<file path="config.mk">
export PLATFORM = sky130hd
export DESIGN_NAME = seven_seg_reader
export DESIGN_NICKNAME = d
export VERILOG_FILES = /design/src/rtl/seven_seg_reader.sv
export SDC_FILE = /design/constraint.sdc
export NUM_CORES = 1
export LEC_CHECK = 0
export ABC_CLOCK_PERIOD_IN_PS = 4040
export CORE_MARGIN = 2
export CORE_UTILIZATION = 38
export CTS_BUF_LIST = sky130_fd_sc_hd__clkbuf_16
export DETAILED_ROUTE_END_ITERATION = 10
export SYNTH_ARGS = -nofsm -noshare
export SYNTH_HDL_FRONTEND = slang
export SYNTH_SLANG_ARGS = --single-unit
</file>
<file path="constraint.sdc">
create_clock -name clk -period 4.04 [get_ports clk]
set_clock_uncertainty 0.15 [all_clocks]
set_input_delay 0.808 -clock clk [delete_from_list [all_inputs] [get_ports clk]]
set_output_delay 0.808 -clock clk [all_outputs]
set_load 0.01 [all_outputs]
</file>
<file path="src/rtl/seven_seg_reader.sv">
// rtl/seven_seg_reader.sv - decodes a stable two-digit 7-segment pair back to BCD and binary.
// Optional leading-zero blanking on the tens digit is enabled by defining BLANK_TENS_EN.
`timescale 1ns/1ps

module seven_seg_reader #(
    parameter int STABLE_CYCLES = 4,
    parameter bit ACTIVE_LOW    = 1'b1
) (
    input  logic       clk,
    input  logic       rst_n,
    input  logic [6:0] seg2,
    input  logic [6:0] seg1,
    output logic [6:0] bin,
    output logic [3:0] tens,
    output logic [3:0] ones,
    output logic       valid,
    output logic       err,
    output logic       locked
);

    // Glyphs are compared and decoded in active-low form regardless of board polarity.
    localparam logic [6:0] UNLIT     = 7'b1111111;
    localparam logic [6:0] UNLIT_RAW = ACTIVE_LOW ? 7'b1111111 : 7'b0000000;
    localparam logic [7:0] LAST      = 8'(STABLE_CYCLES - 1);

    typedef enum logic {
        SETTLE = 1'b0,
        LOCKED = 1'b1
    } state_t;

    state_t      state;
    state_t      state_nxt;
    logic [13:0] meta;
    logic [13:0] sync;
    logic [13:0] pair;
    logic [13:0] cand;
    logic [7:0]  count;
    logic        cand_load;
    logic        cnt_inc;
    logic        do_lock;
    logic [4:0]  tens_dec;
    logic [4:0]  ones_dec;
    logic [6:0]  t_ext;
    logic [6:0]  o_ext;
    logic [6:0]  bin_calc;

    // Returns {ok, digit}; ok=0 for blank, hex letters and any malformed glyph.
    function automatic logic [4:0] decode(input logic [6:0] g);
        case (g)
            7'b1000000: return {1'b1, 4'd0};
            7'b1111001: return {1'b1, 4'd1};
            7'b0100100: return {1'b1, 4'd2};
            7'b0110000: return {1'b1, 4'd3};
            7'b0011001: return {1'b1, 4'd4};
            7'b0010010: return {1'b1, 4'd5};
            7'b0000010: return {1'b1, 4'd6};
            7'b1111000: return {1'b1, 4'd7};
            7'b0000000: return {1'b1, 4'd8};
            7'b0010000: return {1'b1, 4'd9};
            default:    return 5'b0_0000;
        endcase
    endfunction

    always_ff @(posedge clk or negedge rst_n) begin
        if (!rst_n) begin
            meta <= {UNLIT_RAW, UNLIT_RAW};
            sync <= {UNLIT_RAW, UNLIT_RAW};
        end else begin
            meta <= {seg2, seg1};
            sync <= meta;
        end
    end

    assign pair = ACTIVE_LOW ? sync : ~sync;

    always_comb begin
        tens_dec = decode(pair[13:7]);
        ones_dec = decode(pair[6:0]);
`ifdef BLANK_TENS_EN
        if (pair[13:7] == UNLIT) begin
            tens_dec = {1'b1, 4'd0};
        end
`endif
    end

    // tens*10 + ones as (t<<3)+(t<<1)+o
    assign t_ext    = {3'b000, tens_dec[3:0]};
    assign o_ext    = {3'b000, ones_dec[3:0]};
    assign bin_calc = (t_ext << 3) + (t_ext << 1) + o_ext;

    always_ff @(posedge clk or negedge rst_n) begin
        if (!rst_n) begin
            state <= SETTLE;
        end else begin
            state <= state_nxt;
        end
    end

    always_comb begin
        state_nxt = state;
        cand_load = 1'b0;
        cnt_inc   = 1'b0;
        do_lock   = 1'b0;
        case (state)
            SETTLE: begin
                // A change always restarts the window, even on the expiring cycle.
                if (pair != cand) begin
                    cand_load = 1'b1;
                end else if (count >= LAST) begin
                    state_nxt = LOCKED;
                    do_lock   = 1'b1;
                end else begin
                    cnt_inc = 1'b1;
                end
            end
            LOCKED: begin
                if (pair != cand) begin
                    cand_load = 1'b1;
                    state_nxt = SETTLE;
                end
            end
            default: begin
                state_nxt = SETTLE;
            end
        endcase
    end

    always_ff @(posedge clk or negedge rst_n) begin
        if (!rst_n) begin
            cand  <= {UNLIT, UNLIT};
            count <= 8'd0;
        end else if (cand_load) begin
            cand  <= pair;
            count <= 8'd0;
        end else if (cnt_inc) begin
            count <= count + 8'd1;
        end
    end

    always_ff @(posedge clk or negedge rst_n) begin
        if (!rst_n) begin
            bin   <= 7'd0;
            tens  <= 4'd0;
            ones  <= 4'd0;
            valid <= 1'b0;
            err   <= 1'b0;
        end else begin
            valid <= 1'b0;
            if (do_lock) begin
                if (tens_dec[4] && ones_dec[4]) begin
                    tens  <= tens_dec[3:0];
                    ones  <= ones_dec[3:0];
                    bin   <= bin_calc;
                    err   <= 1'b0;
                    valid <= 1'b1;
                end else begin
                    err <= 1'b1;
                end
            end
        end
    end

    assign locked = (state == LOCKED);

endmodule
</file>
==> results of run 1 <==
[stage by stage]
step	instances	hold WS, ns	setup WS, ns	power [mW]	area [µm²]
4_1_cts	338	0.203	0.604	1.65	3540
2_1_floorplan	218	0.195	0.679	0.779	2900
3_5_place_dp	322	0.197	0.625	0.813	3220
5_1_grt	338	0.203	0.468	1.68	3540
6_report	338	0.201	0.630	1.62	3540
3_3_place_gp	322	0.196	0.640	0.811	3220
[final cells by class]
cell class / count / area share
clock inverter: 6 / 0.0191
sequential: 67 / 0.488
timing repair buffer: 34 / 0.0940
inverter: 1 / 0.00106
clock buffer: 10 / 0.0706
multi-input combinational: 121 / 0.292
tap: 99 / 0.0350
[kinds of logic after synthesis]
family	share of synthesized area
AND/OR/NAND/NOR	0.127
AO/OA/AOI/OAI	0.0523
multiplexers	0.0695
flip-flops	0.597
adder cells (fa/ha/maj)	0.0484
buffers and inverters	0.0458
XOR/XNOR	0.0605
[power by group]
part | internal (mW) | total (mW) | switching (mW)
combinational | 0.0352 | 0.0666 | 0.0313
sequential | 0.711 | 0.734 | 0.0230
clock | 0.519 | 0.822 | 0.303
[final timing paths]
kind	startpoint	to	depth (start not counted)
max in group asynchronous	rst_n	meta[4]	2
worst max register to register	pair[7]	bin[6]	9
worst min-delay path	meta[7]	pair[7]	0
min in group asynchronous	rst_n	tens[3]	1
worst max-delay path	pair[7]	bin[6]	9
worst min register to register	meta[7]	pair[7]	0
[sequential cells by signal, summed over array words and instances, names as in the netlist]
signal and cells:
tens 4, valid 1, ones 3, err 1
count 8, bin 7, pair 14, meta 14
locked 1, cand 14
[synthesized netlist by cell type (all sizes together), types with 2 or more instances]
| master | instances |
|---|---|
| nand4 | 3 |
| mux2 | 14 |
| and2 | 9 |
| dfstp | 42 |
| nor3 | 5 |
| dfrtp | 25 |
| a21oi | 6 |
| and3 | 2 |
| o31ai | 2 |
| a21o | 2 |
| nand2 | 5 |
| xnor2 | 18 |
| nor4bb | 2 |
| nand3 | 2 |
| or4 | 2 |
| fa | 2 |
| nand4b | 3 |
| xor2 | 2 |
| nand3b | 2 |
| buf | 4 |
| nor2b | 5 |
| and3b | 2 |
| nor2 | 4 |
| o21ai | 7 |
| ha | 8 |
| clkbuf | 25 |
| nor4 | 3 |
| nor3b | 2 |
[layer usage]
metal	vias to the layer above	GRT usage	routed length (µm)
met5	-	0	0
met4	0	0.0492	21
met3	3	0.0506	244
met2	36	0.185	2160
met1	777	0.165	2230
li1	768	-	-
==> results.yml, run 1 <==
critical_path:
  cp_slowest_cell: "or4_4"
  cp.arrival_ns: 3.47
  worst_setup_path_start_kind: "register"
  cpLargestDelayFamily: "simple AND/OR/NAND/NOR gates"
  end_kind: "register"
  crit_type: "register to register"
  worst-path-buf-inv: 0
  rrSetupSlack_ns: 0.63
  critPathMaxStageDelay_ns: 0.55
  cp.required_ns: 4.10
  crit_chain: "or4_4 > or3b_4 > nand2_1 > fa_1 > fa_1 > a21o_1 > a21oi_1 > xnor2_1 > mux2_4"
  worst_path_most_repeated_cell: "fa_1"
  worstPathMaxFanout: 8
outcome:
  status: "completed"
layout:
  drive_above_1_share: 0.326
  nets: 260
  register_area_um2: 1730
  multiInputGateArea_um2: 1030
  most-common-layout-cells: "42 x dfstp_2, 32 x clkdlybuf4s50_1, 25 x dfrtp_1"
  utilization: 0.483
  diodes: 0
  areaGrowthSynthToFinish_pct: 22.3
  fillCellCount: 619
  final_common_cell: "dfstp_2"
clock_network:
  cts_tree: "done"
  cts_inserted_buffers: 9
  path_clk_slew_ns: 0.06
  clkLatencyLatePin_ns: 0.33
  postCtsSetupRepairBufs: 0
  hold_buffers: 0
  cts_resized: 0
  clockRootBuffer: "clkbuf_16"
  htreeDepth: 3
  clock-sinks: 67
  clockBufferDepth: 2
routing:
  drcViolationCount: 0
  viasPerCell: 4.69
  drt-pass1-iter-count: 5
  dr.first_iter.drc_count: 86
  antenna_left: 0
  wl_mm: 4.66
  wl_per_cell_um: 13.8
  vias: 1584
sta:
  timing.final.crit_share: 0.844
  max_slew_margin: 0.510
  rsz0062_at_grt: "false"
  maxSlewViolCount: 0
  setup_viol: 0
  setup-tns-final_ns: 0
  worstMarginPinSlew_ns: 0.730
  min_period_ns: 3.41
  max_freq_mhz: 293
  hold_viol: 0
placement:
  gp_congestion: 0.869
  hpwl_mm: 3.17
  port-buffer-count: 33
synth:
  synthesis.nets: 244
  yosys-top-cells-area: "dfstp_2 38%, dfrtp_1 22%, xnor2_1 5.4%"
  postSynthAreaPerCell_um2: 13.3
  yosys_most_used_dff: "dfstp_2"
  yosysSeqAreaShare: 0.597
  syn_inst: 218
  synth_area_um2: 2900
  ys_ff_latch: 67
  yosys.area.top_type: "dfstp_2"
  ys_async_sr_fraction: 1.00
  synth-edff-count: 0
  netlist-cell-type-count: 44
  synth_top_area_share: 0.381
  synth_warnings: 0
die:
  die-area_um2: 8340
  initial_core_util: 0.395
  rows: 31
  die_h_um: 91.3
  ios: 34
  dieWidth_um: 91.3
  core_area_um2: 7330
power:
  peakVddDrop_v: 0.000285
  leakage_nw: 1.57
  powerDensity_nw_per_um2: 458
grt:
  grt-ovfl-total: 0
  antenna_found_initial: 0
  grtUsageTotal: 0.125
  grt_pass1_wl_mm: 7.99
  grt_max_degree: 44
  grt_pass1_vias: 1605
job:
  drv_cap: 0
worst_hold_path:
  hold_class: "register to register"
Note: power is estimated with default switching activity, not from simulation.
==> inputs of run 2 (changes only) <==
ABC_CLOCK_PERIOD_IN_PS = 3500   (was 4040)
clock period = 3.5 ns   (was 4.04 ns; I/O delays follow)
==> results.yml, run 2 (synthesized netlist as in run 1, its figures left out) <==
routing:
  drt-pass1-iter-count: 4
  wl_mm: 4.56
  drcViolationCount: 0
  antenna_left: 0
  routed-wl-met2_mm: 2.05
  met3_wirelength_um: 153
  wl_per_cell_um: 13.4
  m1WireLength_mm: 2.22
  highest_layer: "met4"
  dr.first_iter.drc_count: 112
  viasPerCell: 4.66
  vias: 1589
outcome:
  status: "completed"
placement:
  hpwl_mm: 3.20
  gp_congestion: 0.825
  placed_cells: 325
  port-buffer-count: 33
  placed_area_um2: 3250
layout:
  register_area_um2: 1730
  nets: 263
  areaGrowthSynthToFinish_pct: 22.9
  most-common-layout-cells: "42 x dfstp_2, 32 x clkdlybuf4s50_1, 25 x dfrtp_1"
  utilization: 0.486
  final_common_cell: "dfstp_2"
  diodes: 0
  fillCellCount: 622
  instances_no_fill: 341
  final_area_um2: 3560
  drive_above_1_share: 0.335
  multiInputGateArea_um2: 1040
power:
  peakVddDrop_v: 0.000348
  leakage_nw: 1.59
  powerDensity_nw_per_um2: 518
  p_total_mw: 1.85
clock_network:
  clock-sinks: 67
  hold_buffers: 0
  clkLatencyLatePin_ns: 0.32
  clockBufferDepth: 2
  htreeDepth: 3
  cts_tree: "done"
  clockRootBuffer: "clkbuf_16"
  cts_inserted_buffers: 9
  path_clk_slew_ns: 0.05
die:
  core_area_um2: 7330
  initial_core_util: 0.395
  die-area_um2: 8340
  dieWidth_um: 91.3
  rows: 31
  ios: 34
  die_h_um: 91.3
grt:
  grtUsageTotal: 0.126
  grt_pass1_vias: 1621
  antenna_found_initial: 0
  grt_pass1_wl_mm: 7.93
  grt-ovfl-total: 0
  grt_max_degree: 44
critical_path:
  crit_type: "register to register"
  cp.arrival_ns: 3.35
  end_kind: "register"
  crit_chain: "or4_4 > or3b_4 > nand2_2 > fa_1 > fa_2 > a21o_1 > a21oi_1 > xnor2_1 > mux2_4"
  worstPathMaxFanout: 8
  worst_setup_path_start_kind: "register"
  cp_slowest_cell: "or4_4"
  critPathMaxStageDelay_ns: 0.55
  ff2ff_path_depth: 9
  cp.required_ns: 3.56
  cpLargestDelayFamily: "simple AND/OR/NAND/NOR gates"
  worst-path-buf-inv: 0
  path_depth: 9
sta:
  setup_viol: 0
  worstMarginPinSlew_ns: 0.644
  hold_viol: 0
  max_freq_mhz: 304
  setup-tns-final_ns: 0
  max_slew_margin: 0.567
  rsz0062_at_grt: "false"
  min_period_ns: 3.29
  timing.final.crit_share: 0.941
  maxSlewViolCount: 0
worst_hold_path:
  hold_class: "register to register"
  hold_depth: 0
job:
  drv_cap: 0
## run 2: worst paths after layout
path,endpoint,slack (ns),start
max,bin[6],0.21,pair[7]
min,pair[5],0.20,meta[5]
max reg2reg,bin[6],0.21,pair[7]
min reg2reg,pair[5],0.20,meta[5]
max in group asynchronous,pair[6],2.05,rst_n
min in group asynchronous,bin[6],0.22,rst_n
## run 2: through the flow
step                      worst slack, ns  hold slack [ns]
after CTS                          0.0806            0.205
final                               0.207            0.204
after global placement              0.150            0.196
after detailed placement           0.0859            0.197
after global routing               0.0590            0.206
after floorplan                     0.139            0.195
## run 2: metal layers
layer  vias up  GRT usage
met3        11     0.0307
li1        776          -
met5         -          0
met4         0     0.0896
met2        37      0.184
met1       765      0.164
## run 2: layout make-up
type | count | share of cell area
sequential | 67 | 0.486
multi-input combinational | 121 | 0.292
timing repair buffer | 37 | 0.0998
clock buffer | 9 | 0.0632
tap | 99 | 0.0348
clock inverter | 7 | 0.0235
inverter | 1 | 0.00105
## run 2: repair_timing
| action | 4_1_cts | 5_1_grt |
|---|---|---|
| endpoints found under the setup margin | 0 | 1 |
| resized for setup | 0 | 2 |
| buffers inserted | 0 | 0 |
## run 2: power breakdown
group / switching [mW] / total (mW) / internal, mW
Clock: 0.307 / 0.921 / 0.614
Combinational: 0.0363 / 0.0778 / 0.0414
Sequential: 0.0261 / 0.847 / 0.821
## run 2: worst register-to-register path, cell delays in order (launching register included)
cell and delay [ns]:
dfstp_2 0.40, or4_4 0.55, or3b_4 0.40, nand2_2 0.09, fa_1 0.45, fa_2 0.42, a21o_1 0.19, a21oi_1 0.17
xnor2_1 0.08, mux2_4 0.28
==> inputs of run 3 (changes only) <==
SETUP_SLACK_MARGIN = 0.3   (was default)
==> results.yml, run 3 (synthesized netlist as in run 1, its figures left out) <==
clock_network:
  clkLatencyLatePin_ns: 0.32
  hold_buffers: 0
  cts_tree: "done"
  htreeDepth: 3
  clock-sinks: 67
  path_clk_slew_ns: 0.06
  clockBufferDepth: 2
  cts_inserted_buffers: 9
  clockRootBuffer: "clkbuf_16"
grt:
  grt_pass1_vias: 1656
  grt-ovfl-total: 0
  antenna_found_initial: 0
  grt_pass1_wl_mm: 8.36
  grt_max_degree: 43
  grtUsageTotal: 0.133
sta:
  max_slew_margin: 0.394
  setup_viol: 0
  setup-tns-final_ns: 0
  max_freq_mhz: 320
  maxSlewViolCount: 0
  worstMarginPinSlew_ns: 0.908
  min_period_ns: 3.13
  hold_viol: 0
  rsz0062_at_grt: "true"
  timing.final.crit_share: 0.894
  holdWs_ns: 0.204
layout:
  final_common_cell: "dfstp_2"
  areaGrowthSynthToFinish_pct: 27.1
  diodes: 0
  register_area_um2: 1730
  fillCellCount: 630
  utilization: 0.502
  nets: 272
  multiInputGateArea_um2: 1060
  drive_above_1_share: 0.390
  most-common-layout-cells: "42 x dfstp_2, 32 x clkdlybuf4s50_1, 25 x dfrtp_1"
power:
  peakVddDrop_v: 0.000275
  powerDensity_nw_per_um2: 519
  leakage_nw: 1.64
  p_total_mw: 1.91
critical_path:
  critPathMaxStageDelay_ns: 0.54
  cpLargestDelayFamily: "simple AND/OR/NAND/NOR gates"
  worst_path_most_repeated_cell: "fa_2"
  rrSetupSlack_ns: 0.37
  worstPathMaxFanout: 3
  worst-path-buf-inv: 0
  cp.arrival_ns: 3.19
  crit_type: "register to register"
  cp.required_ns: 3.56
  worst_setup_path_start_kind: "register"
  cp_slowest_cell: "or4_4"
  crit_chain: "or4_4 > or3b_4 > nand2_4 > fa_2 > fa_2 > a21o_1 > a21oi_2 > xnor2_1 > mux2_4"
  end_kind: "register"
routing:
  drcViolationCount: 0
  drt-pass1-iter-count: 4
  viasPerCell: 4.68
  vias: 1638
  dr.first_iter.drc_count: 123
  wl_per_cell_um: 13.9
  wl_mm: 4.87
  antenna_left: 0
placement:
  gp_congestion: 0.818
  port-buffer-count: 33
  hpwl_mm: 3.27
die:
  core_area_um2: 7330
  rows: 31
  die-area_um2: 8340
  initial_core_util: 0.395
  die_h_um: 91.3
  ios: 34
  dieWidth_um: 91.3
job:
  drv_cap: 0
outcome:
  status: "completed"
worst_hold_path:
  hold_class: "register to register"
## run 3: what timing repair did
action                     4_1_cts  5_1_grt
resized for setup                2        4
setup endpoints to repair        1        2
pin swaps                        5        2
setup buffers                    7        2
## run 3: report_power, final
part / switching [mW] / internal, mW
logic: 0.0417 / 0.0472
registers: 0.0242 / 0.820
clock network: 0.333 / 0.643
total: 0.399 / 1.51
## run 3: metrics by stage
| stage | cells | area [µm²] | worst slack, ns |
|---|---|---|---|
| after floorplan | 218 | 2900 | 0.310 |
| after global placement | 325 | 3250 | 0.286 |
| after detailed placement | 325 | 3250 | 0.265 |
| after CTS | 348 | 3650 | 0.314 |
| after global routing | 350 | 3680 | 0.290 |
| final | 350 | 3680 | 0.370 |
## run 3: layer usage
layer	part of all wire	global-route usage
met2	0.45	0.198
met4	0.015	0.0568
met1	0.50	0.177
met3	0.039	0.0465
met5	0	0
## run 3: cell type report
cell class / instances / area share
inverters: 1 / 0.00102
flip-flops and latches: 67 / 0.470
clock buffers: 11 / 0.0748
multi-input cells: 121 / 0.288
repair buffers: 46 / 0.115
clock inverters: 5 / 0.0177
well taps: 99 / 0.0336
## run 3: worst reg2reg max path, cell delays in order (launching register included)
cell	delay, ns
dfstp_2	0.37
or4_4	0.54
or3b_4	0.43
nand2_4	0.08
fa_2	0.44
fa_2	0.36
a21o_1	0.18
a21oi_2	0.13
xnor2_1	0.07
mux2_4	0.27
## run 3: worst paths after layout
check | end | from | depth (start not counted)
hold / removal | pair[12] | meta[12] | 0
setup reg to reg | bin[6] | pair[7] | 9
min in group asynchronous | tens[3] | rst_n | 1
max in group asynchronous | pair[13] | rst_n | 2
hold reg to reg | pair[12] | meta[12] | 0
setup / recovery | bin[6] | pair[7] | 9
